===== src/rtl/verify_pkg.sv =====
// Shared definitions for the player verification controller.
//   state_t     : FSM state encoding
//   fail_code_t : result code reported alongside the fail pulse
//   TAG_*       : memory-word record tags (word bits [10:8])
//   CNT_W       : width of the shared wait/latency counter (covers TIMEOUT up to 255)
package verify_pkg;

  typedef enum logic [2:0] {
    S_IDLE    = 3'd0,
    S_GET_AMT = 3'd1,
    S_GET_KEY = 3'd2,
    S_RD_AMT  = 3'd3,
    S_CHK_AMT = 3'd4,
    S_RD_KEY  = 3'd5,
    S_CHK_KEY = 3'd6,
    S_DONE    = 3'd7
  } state_t;

  typedef enum logic [1:0] {
    FC_NONE    = 2'b00,
    FC_AMOUNT  = 2'b01,
    FC_KEY     = 2'b10,
    FC_TIMEOUT = 2'b11
  } fail_code_t;

  localparam logic [2:0] TAG_MONEY = 3'b001;
  localparam logic [2:0] TAG_KEY   = 3'b010;

  localparam int CNT_W = 8;

endpackage


===== src/rtl/verify_control.sv =====
// Player verification controller.
// Collects an amount and a key from the user (each confirmed with go), then
// reads the player's money record and key record from memory and lets the
// datapath compare them. Reports a one-cycle pass or fail pulse with a code.
//
// Ports:
//   clock, resetn         : clock and asynchronous active-low reset
//   start, player_id      : begin verification of player_id (accepted in IDLE only)
//   go                    : user confirms the value on the datapath input bus
//   done_step, mem_tag    : datapath compare result and tag of the current memory word
//   load_amount, load_key : datapath register load strobes (combinational on go)
//   mem_addr              : {player,0} = money record, {player,1} = key record
//   busy                  : high in every state except IDLE
//   pass, fail, fail_code : one-cycle result in DONE; fail_code is 00 whenever fail=0
module verify_control
  import verify_pkg::*;
#(
  parameter  int PLAYER_W = 2,
  parameter  int MEM_LAT  = 1,
  parameter  int TIMEOUT  = 255,
  localparam int ADDR_W   = PLAYER_W + 1
) (
  input  logic                clock,
  input  logic                resetn,
  input  logic                start,
  input  logic [PLAYER_W-1:0] player_id,
  input  logic                go,
  input  logic                done_step,
  input  logic [2:0]          mem_tag,
  output logic                load_amount,
  output logic                load_key,
  output logic [ADDR_W-1:0]   mem_addr,
  output logic                busy,
  output logic                pass,
  output logic                fail,
  output logic [1:0]          fail_code
);

  state_t              state, state_next;
  fail_code_t          code_q, code_next;
  logic [PLAYER_W-1:0] player_q;
  logic [CNT_W-1:0]    cnt, cnt_next;
  logic                wait_expired;
  logic                lat_done;

  // One counter serves both the user-input timeout and the memory latency;
  // it restarts from zero on every state change.
  assign wait_expired = (cnt == CNT_W'(TIMEOUT - 1));
  assign lat_done     = (cnt == CNT_W'(MEM_LAT - 1));

  // NOTE: state registers use non-blocking assignments so every flop samples
  // the pre-edge values; only combinational blocks use blocking assignments.
  always_ff @(posedge clock or negedge resetn) begin
    if (!resetn) begin
      state    <= S_IDLE;
      code_q   <= FC_NONE;
      player_q <= '0;
      cnt      <= '0;
    end else begin
      state  <= state_next;
      code_q <= code_next;
      cnt    <= cnt_next;
      if (state == S_IDLE && start) player_q <= player_id;
    end
  end

  // NOTE: every output of this block gets a default first, so no path through
  // the case statement leaves a signal unassigned and no latch is inferred.
  always_comb begin
    state_next  = state;
    code_next   = code_q;
    load_amount = 1'b0;
    load_key    = 1'b0;
    unique case (state)
      S_IDLE: begin
        if (start) begin
          state_next = S_GET_AMT;
          code_next  = FC_NONE;
        end
      end
      S_GET_AMT: begin
        // go wins over an expiry in the same cycle
        if (go) begin
          load_amount = 1'b1;
          state_next  = S_GET_KEY;
        end else if (wait_expired) begin
          state_next = S_DONE;
          code_next  = FC_TIMEOUT;
        end
      end
      S_GET_KEY: begin
        if (go) begin
          load_key   = 1'b1;
          state_next = S_RD_AMT;
        end else if (wait_expired) begin
          state_next = S_DONE;
          code_next  = FC_TIMEOUT;
        end
      end
      S_RD_AMT: begin
        if (lat_done) state_next = S_CHK_AMT;
      end
      S_CHK_AMT: begin
        if (done_step && mem_tag == TAG_MONEY) begin
          state_next = S_RD_KEY;
        end else begin
          state_next = S_DONE;
          code_next  = FC_AMOUNT;
        end
      end
      S_RD_KEY: begin
        if (lat_done) state_next = S_CHK_KEY;
      end
      S_CHK_KEY: begin
        state_next = S_DONE;
        code_next  = (done_step && mem_tag == TAG_KEY) ? FC_NONE : FC_KEY;
      end
      S_DONE: begin
        state_next = S_IDLE;
      end
      default: begin
        state_next = S_IDLE;
      end
    endcase

    cnt_next = (state_next != state || state == S_IDLE) ? '0 : cnt + 1'b1;
  end

  always_comb begin
    mem_addr = '0;
    unique case (state)
      S_RD_AMT, S_CHK_AMT: mem_addr = {player_q, 1'b0};
      S_RD_KEY, S_CHK_KEY: mem_addr = {player_q, 1'b1};
      default:             mem_addr = '0;
    endcase
  end

  assign busy      = (state != S_IDLE);
  assign pass      = (state == S_DONE) && (code_q == FC_NONE);
  assign fail      = (state == S_DONE) && (code_q != FC_NONE);
  assign fail_code = fail ? code_q : FC_NONE;

endmodule


===== config.mk =====
export PLATFORM = sky130hd
export DESIGN_NAME = verify_control
export DESIGN_NICKNAME = d
export VERILOG_FILES = /design/src/rtl/verify_pkg.sv /design/src/rtl/verify_control.sv
export SDC_FILE = /design/constraint.sdc
export NUM_CORES = 1
export LEC_CHECK = 0
export BUFFER_PORTS_ARGS = -buffer_cell sky130_fd_sc_hd__buf_2
export CORE_ASPECT_RATIO = 0.6
export CORE_MARGIN = 4
export CORE_UTILIZATION = 35
export DETAILED_ROUTE_END_ITERATION = 8
export GPL_ROUTABILITY_DRIVEN = 0
export PLACE_DENSITY = 0.56
export REMOVE_ABC_BUFFERS = 1
export SLEW_MARGIN = 20
export SYNTH_ARGS = -nofsm -noshare
export SYNTH_HDL_FRONTEND = slang
export SYNTH_SLANG_ARGS = --single-unit

===== constraint.sdc =====
create_clock -name clock -period 2.1 [get_ports clock]
set_input_delay 0.21 -clock clock [delete_from_list [all_inputs] [get_ports clock]]
set_output_delay 0.21 -clock clock [all_outputs]
set_load 0.005 [all_outputs]

Word level (Yosys, flattened, before mapping):

Index checks and enable logic that the tools add are counted.

* reductions and logical operators: 16
* equal/unequal tests: 15
* muxes and demuxes: 20
* add/sub/neg operators: 1

Operators by type and width (count)
* case mux 3 bit (8 select lines): 1
* 2-to-1 mux 3 bit: 6
* 2-to-1 mux 2 bit: 7
* equality test 3 bit (second input constant): 4
* equality test 3 x 2 -> 1 bit (second input constant): 3
* adder 8 x 1 -> 8 bit (second input constant): 1
* equality test 8 bit (second input constant): 1
* zero test 8 bit: 1
* 2-to-1 mux 8 bit: 1
* case mux 2 bit (4 select lines): 1
* equality test 3 x 1 -> 1 bit (second input constant): 2
* inequality test 2 bit (second input constant): 3
* case mux 3 bit (2 select lines): 1
* OR reduction 2 bit: 3
* logical AND 1 bit: 5
* AND reduction 5 bit: 1
* nonzero test 4 bit: 1
* zero test 3 bit: 1
* 2-to-1 mux 1 bit: 3
* inequality test 3 bit: 1
* nonzero test 3 bit: 1
* zero test 2 bit: 1
* inequality test 2 x 1 -> 1 bit (second input constant): 1
* nonzero test 2 bit: 1
* logical OR 1 bit: 1

* input port bits: 10
* output and inout port bits: 10
* word-level logic and storage cells: 56
* register bits: 15

Longest topological paths before layout:

* depth in word-level cells: 7
* mapped depth: 6
* mapped depth without buffers: 6

Least setup slack after synthesis:

No wires, ideal clock.

* path type: flip-flop to flip-flop
* start: reg cnt[0]
* end: reg code_q[0]
* path slack: 0.449 ns
* arrival: 1.526 ns
* cell stages (with the launch flop): 7
* period minus slack after synthesis: 1.651 ns
* data required time: 1.975 ns
* path buffers: 0
* library setup time: 0.125 ns
* cells stage by stage: dfrtp_1 inv_1 ha_1 and4_1 nand3_2 o32a_1 mux2_4

* word-level cells in the longest chain between the ends: 3

RTL lines
* start: declaration: RTL line verify_control.sv:42 `logic [CNT_W-1:0] cnt, cnt_next;`
* start signal: assignment: RTL line verify_control.sv:62 `cnt <= cnt_next;`
* equality test 8 bit: RTL line verify_control.sv:48 `assign wait_expired = (cnt == CNT_W'(TIMEOUT - 1));`
* inequality test 2 x 1 -> 1 bit (no source line)
* AND reduction 5 bit (no source line)
* end signal: assignment: RTL line verify_control.sv:61 `code_q <= code_next;`
* end: declaration: RTL line verify_control.sv:40 `fail_code_t code_q, code_next;`

Every way passes these cells.
A chain may end at the register's enable or synchronous reset.

Final worst setup path:

* start: reg cnt[0]
* end: reg cnt[6]

* word-level cells in the longest chain between the ends: 7
* elaborated cells between the ends (all ways): 12

RTL lines
* equality test 8 bit: RTL line verify_control.sv:48
* 2-to-1 mux 3 bit: RTL line verify_control.sv:86, verify_control.sv:95
* 2-to-1 mux 3 bit (on tied branches): RTL line verify_control.sv:92, verify_control.sv:83
* case mux 3 bit (8 select lines): RTL line verify_control.sv:74 `unique case (state)`
* inequality test 3 bit: RTL line verify_control.sv:126 `cnt_next = (state_next != state || state == S_IDLE) ? '0 : cnt + 1'b1;`
* logical OR 1 bit: RTL line verify_control.sv:126
* 2-to-1 mux 8 bit *: RTL line verify_control.sv:126
* via cnt_next[6]: RTL line verify_control.sv:42

Mark *: on every way through the listed nets, which the timed path passes. The rest lies on a longest branch.

==> flow_summary.json <==
{
  "final_cell_mix": "buf_2 (19), dfrtp_1 (15), inv_1 (10), nor3_1 (10), nor2_1 (8)",
  "r2r_start": "cnt[0]",
  "powerDensity_nw_per_um2": 1340,
  "cts_resized": 0,
  "cts_buffers": 3,
  "grt_pass1_vias": 890,
  "nFillCells": 299,
  "cp_max_fo": 5,
  "portBuffers": 19,
  "drc": 0,
  "first_pass_iters": 6,
  "die_w_um": 80.8,
  "final_common_cell": "buf_2",
  "start_util_pct": 37.6,
  "diodes": 0,
  "grt_pass1_wl_um": 4370,
  "fmax_ghz": 0.540,
  "dieHeight_um": 51.7,
  "hold_depth": 2,
  "reg2regPathDepth": 6,
  "worstSetupPathType": "flip-flop to flip-flop",
  "synth.avg_cell_area_um2": 8.98,
  "min_period_over_period_pct": 88.2,
  "htreeDepth": 1,
  "viasPerCell": 5.46,
  "hp-start": "player_id[0]",
  "cts.sinks": 15,
  "antenna_found_initial": 0,
  "clk_path_buf_depth": 2,
  "finalWorstSetupSlack_ps": 247,
  "yosys_register_bits": 15,
  "layout.nets": 160,
  "p_leak_nw": 0.571,
  "cap_viol_max_count": 0,
  "fin_worst_skew_ps": 2.33,
  "rows": 15,
  "wl_um": 2630,
  "cts_setup_buffers": 0,
  "core_area_um2": 2970,
  "synth_top_area_share_pct": 33.7,
  "final_hold_viol_count": 0,
  "cts_tree": "built",
  "end_kind": "flip-flop",
  "die_area_um2": 4180,
  "clk_latency_ps": 250,
  "worstPathArrival_ps": 1990,
  "hpwlAfterDp_um": 2050,
  "relSlewSlack_pct": 60.0,
  "yosys_warnings": 0,
  "cts_root_buf": "clkbuf_8",
  "holdCritPathClass": "input pin to flip-flop",
  "grt-ovfl-total": 0,
  "synth_cells": 124,
  "synthesis.area_um2": 1110,
  "yosysSeqAreaShare_pct": 33.7,
  "cp-endpoint": "cnt[6]",
  "post_drt_wl_per_cell_um": 14.0,
  "yosys.cell_types.count": 42,
  "rsz0062_at_grt": "no",
  "vias": 1026,
  "drt_iter0_markers": 98,
  "worst_pin_slew_ps": 595,
  "cts_hold_buf": 1,
  "start_kind": "flip-flop",
  "ant_nets": 0,
  "post-place-ws_ps": 244,
  "reg2reg_to": "cnt[6]",
  "finalWorstPathRequiredPeriod_ps": 1850,
  "setup-violations-final": 0,
  "rrSetupSlack_ps": 250,
  "syn_to_final_growth_pct": 17.5,
  "grt_max_degree": 16,
  "layout-drive-gt1-share_pct": 25.3,
  "max-vdd-ir-drop_v": 0.000524,
  "synth_area_leaders": "dfrtp_1 (34%), xnor2_1 (4.7%), nor3_1 (4.5%)",
  "grtUsageTotal_pct": 13.6,
  "crit_required_ps": 2240,
  "ios": 20,
  "yosysTopAreaCell": "dfrtp_1",
  "tns_ps": 0,
  "clk_pin_slew_ps": 60,
  "finalMaxSlewViolations": 0,
  "outcome": "finished clean",
  "cp-startpoint": "cnt[0]"
}
where the power goes:
part | switching, W | internal (W) | leakage, nW
Combinational | 0.000520 | 0.000453 | 0.351
Sequential | 0.000159 | 0.000380 | 0.194
Clock | 0.000104 | 0.000131 | 0.0255
stage by stage:
step                util [%]  cells  power [W]  cell area (um^2)  hold WS (ps)
global route            44.1    188    0.00191              1310           191
detailed placement      42.2    183    0.00151              1250           143
floorplan                  -    119    0.00120              1080         -85.6
finish                  44.1    188    0.00175              1310           195
CTS                     44.1    188    0.00175              1310           193
global placement        42.2    183    0.00151              1250           136
cells by family after synthesis:
logic type / share of synthesized area (%)
XOR/XNOR: 6.29
AND/OR/NAND/NOR: 27.2
adder cells (fa/ha/maj): 3.37
flip-flops: 33.7
AO/OA/AOI/OAI: 18.5
multiplexers: 4.72
buffers and inverters: 6.18
layout make-up:
type | count | area (um^2) | share of cell area [%]
Multi-Input combinational cell | 94 | 669 | 51.1
Timing Repair Buffer | 23 | 128 | 9.75
Tap cell | 42 | 52.6 | 4.02
Clock buffer | 3 | 41.3 | 3.15
Sequential cell | 15 | 375 | 28.7
Clock inverter | 1 | 5.00 | 0.382
Inverter | 10 | 37.5 | 2.87
flip-flops by register name, summed over array words and instances (netlist names):
signal	cells
player_q	2
code_q	2
cnt	8
state	3
how the worst min path moves through the flow:
stage                        endpoint  slack, ps
after detailed placement       cnt[2]        140
final                     player_q[0]        190
after floorplan                cnt[0]        -90
after global placement         cnt[2]        140
after CTS                 player_q[1]        190
after global routing      player_q[1]        190
Yosys cell counts, drive strengths merged:
master / n
a211o: 1
a211oi: 1
a21boi: 1
a21o: 1
a21oi: 7
a221oi: 1
and2: 1
and3: 1
and4: 2
buf: 5
dfrtp: 15
ha: 3
inv: 10
mux2: 4
nand2: 7
nand2b: 2
nand3: 8
nand4: 1
nor2: 8
nor2b: 4
nor3: 10
nor3b: 1
nor4: 1
nor4b: 3
nor4bb: 2
o2111ai: 1
o21ai: 6
o21bai: 1
o221ai: 2
o22ai: 2
o2bb2ai: 1
o311ai: 1
o32a: 1
or3: 1
xnor2: 6
xor2: 2
routing by layer:
layer	routed length, um	global-route usage [%]	share of wire [%]	vias up
met5	0	0	0	-
met4	18	4.21	0.68	0
met3	272	4.33	10	2
met2	1100	18.1	42	59
met1	1240	20.4	47	471
li1	-	-	-	494
critical path, cell delays in order, from the launching register on:
cell      delay (ps)
dfrtp_1          420
inv_1             80
ha_1             190
and4_1           270
a221oi_2         350
o21ai_2          130
nor4b_1          310
Power figures use the tool's default switching activity.
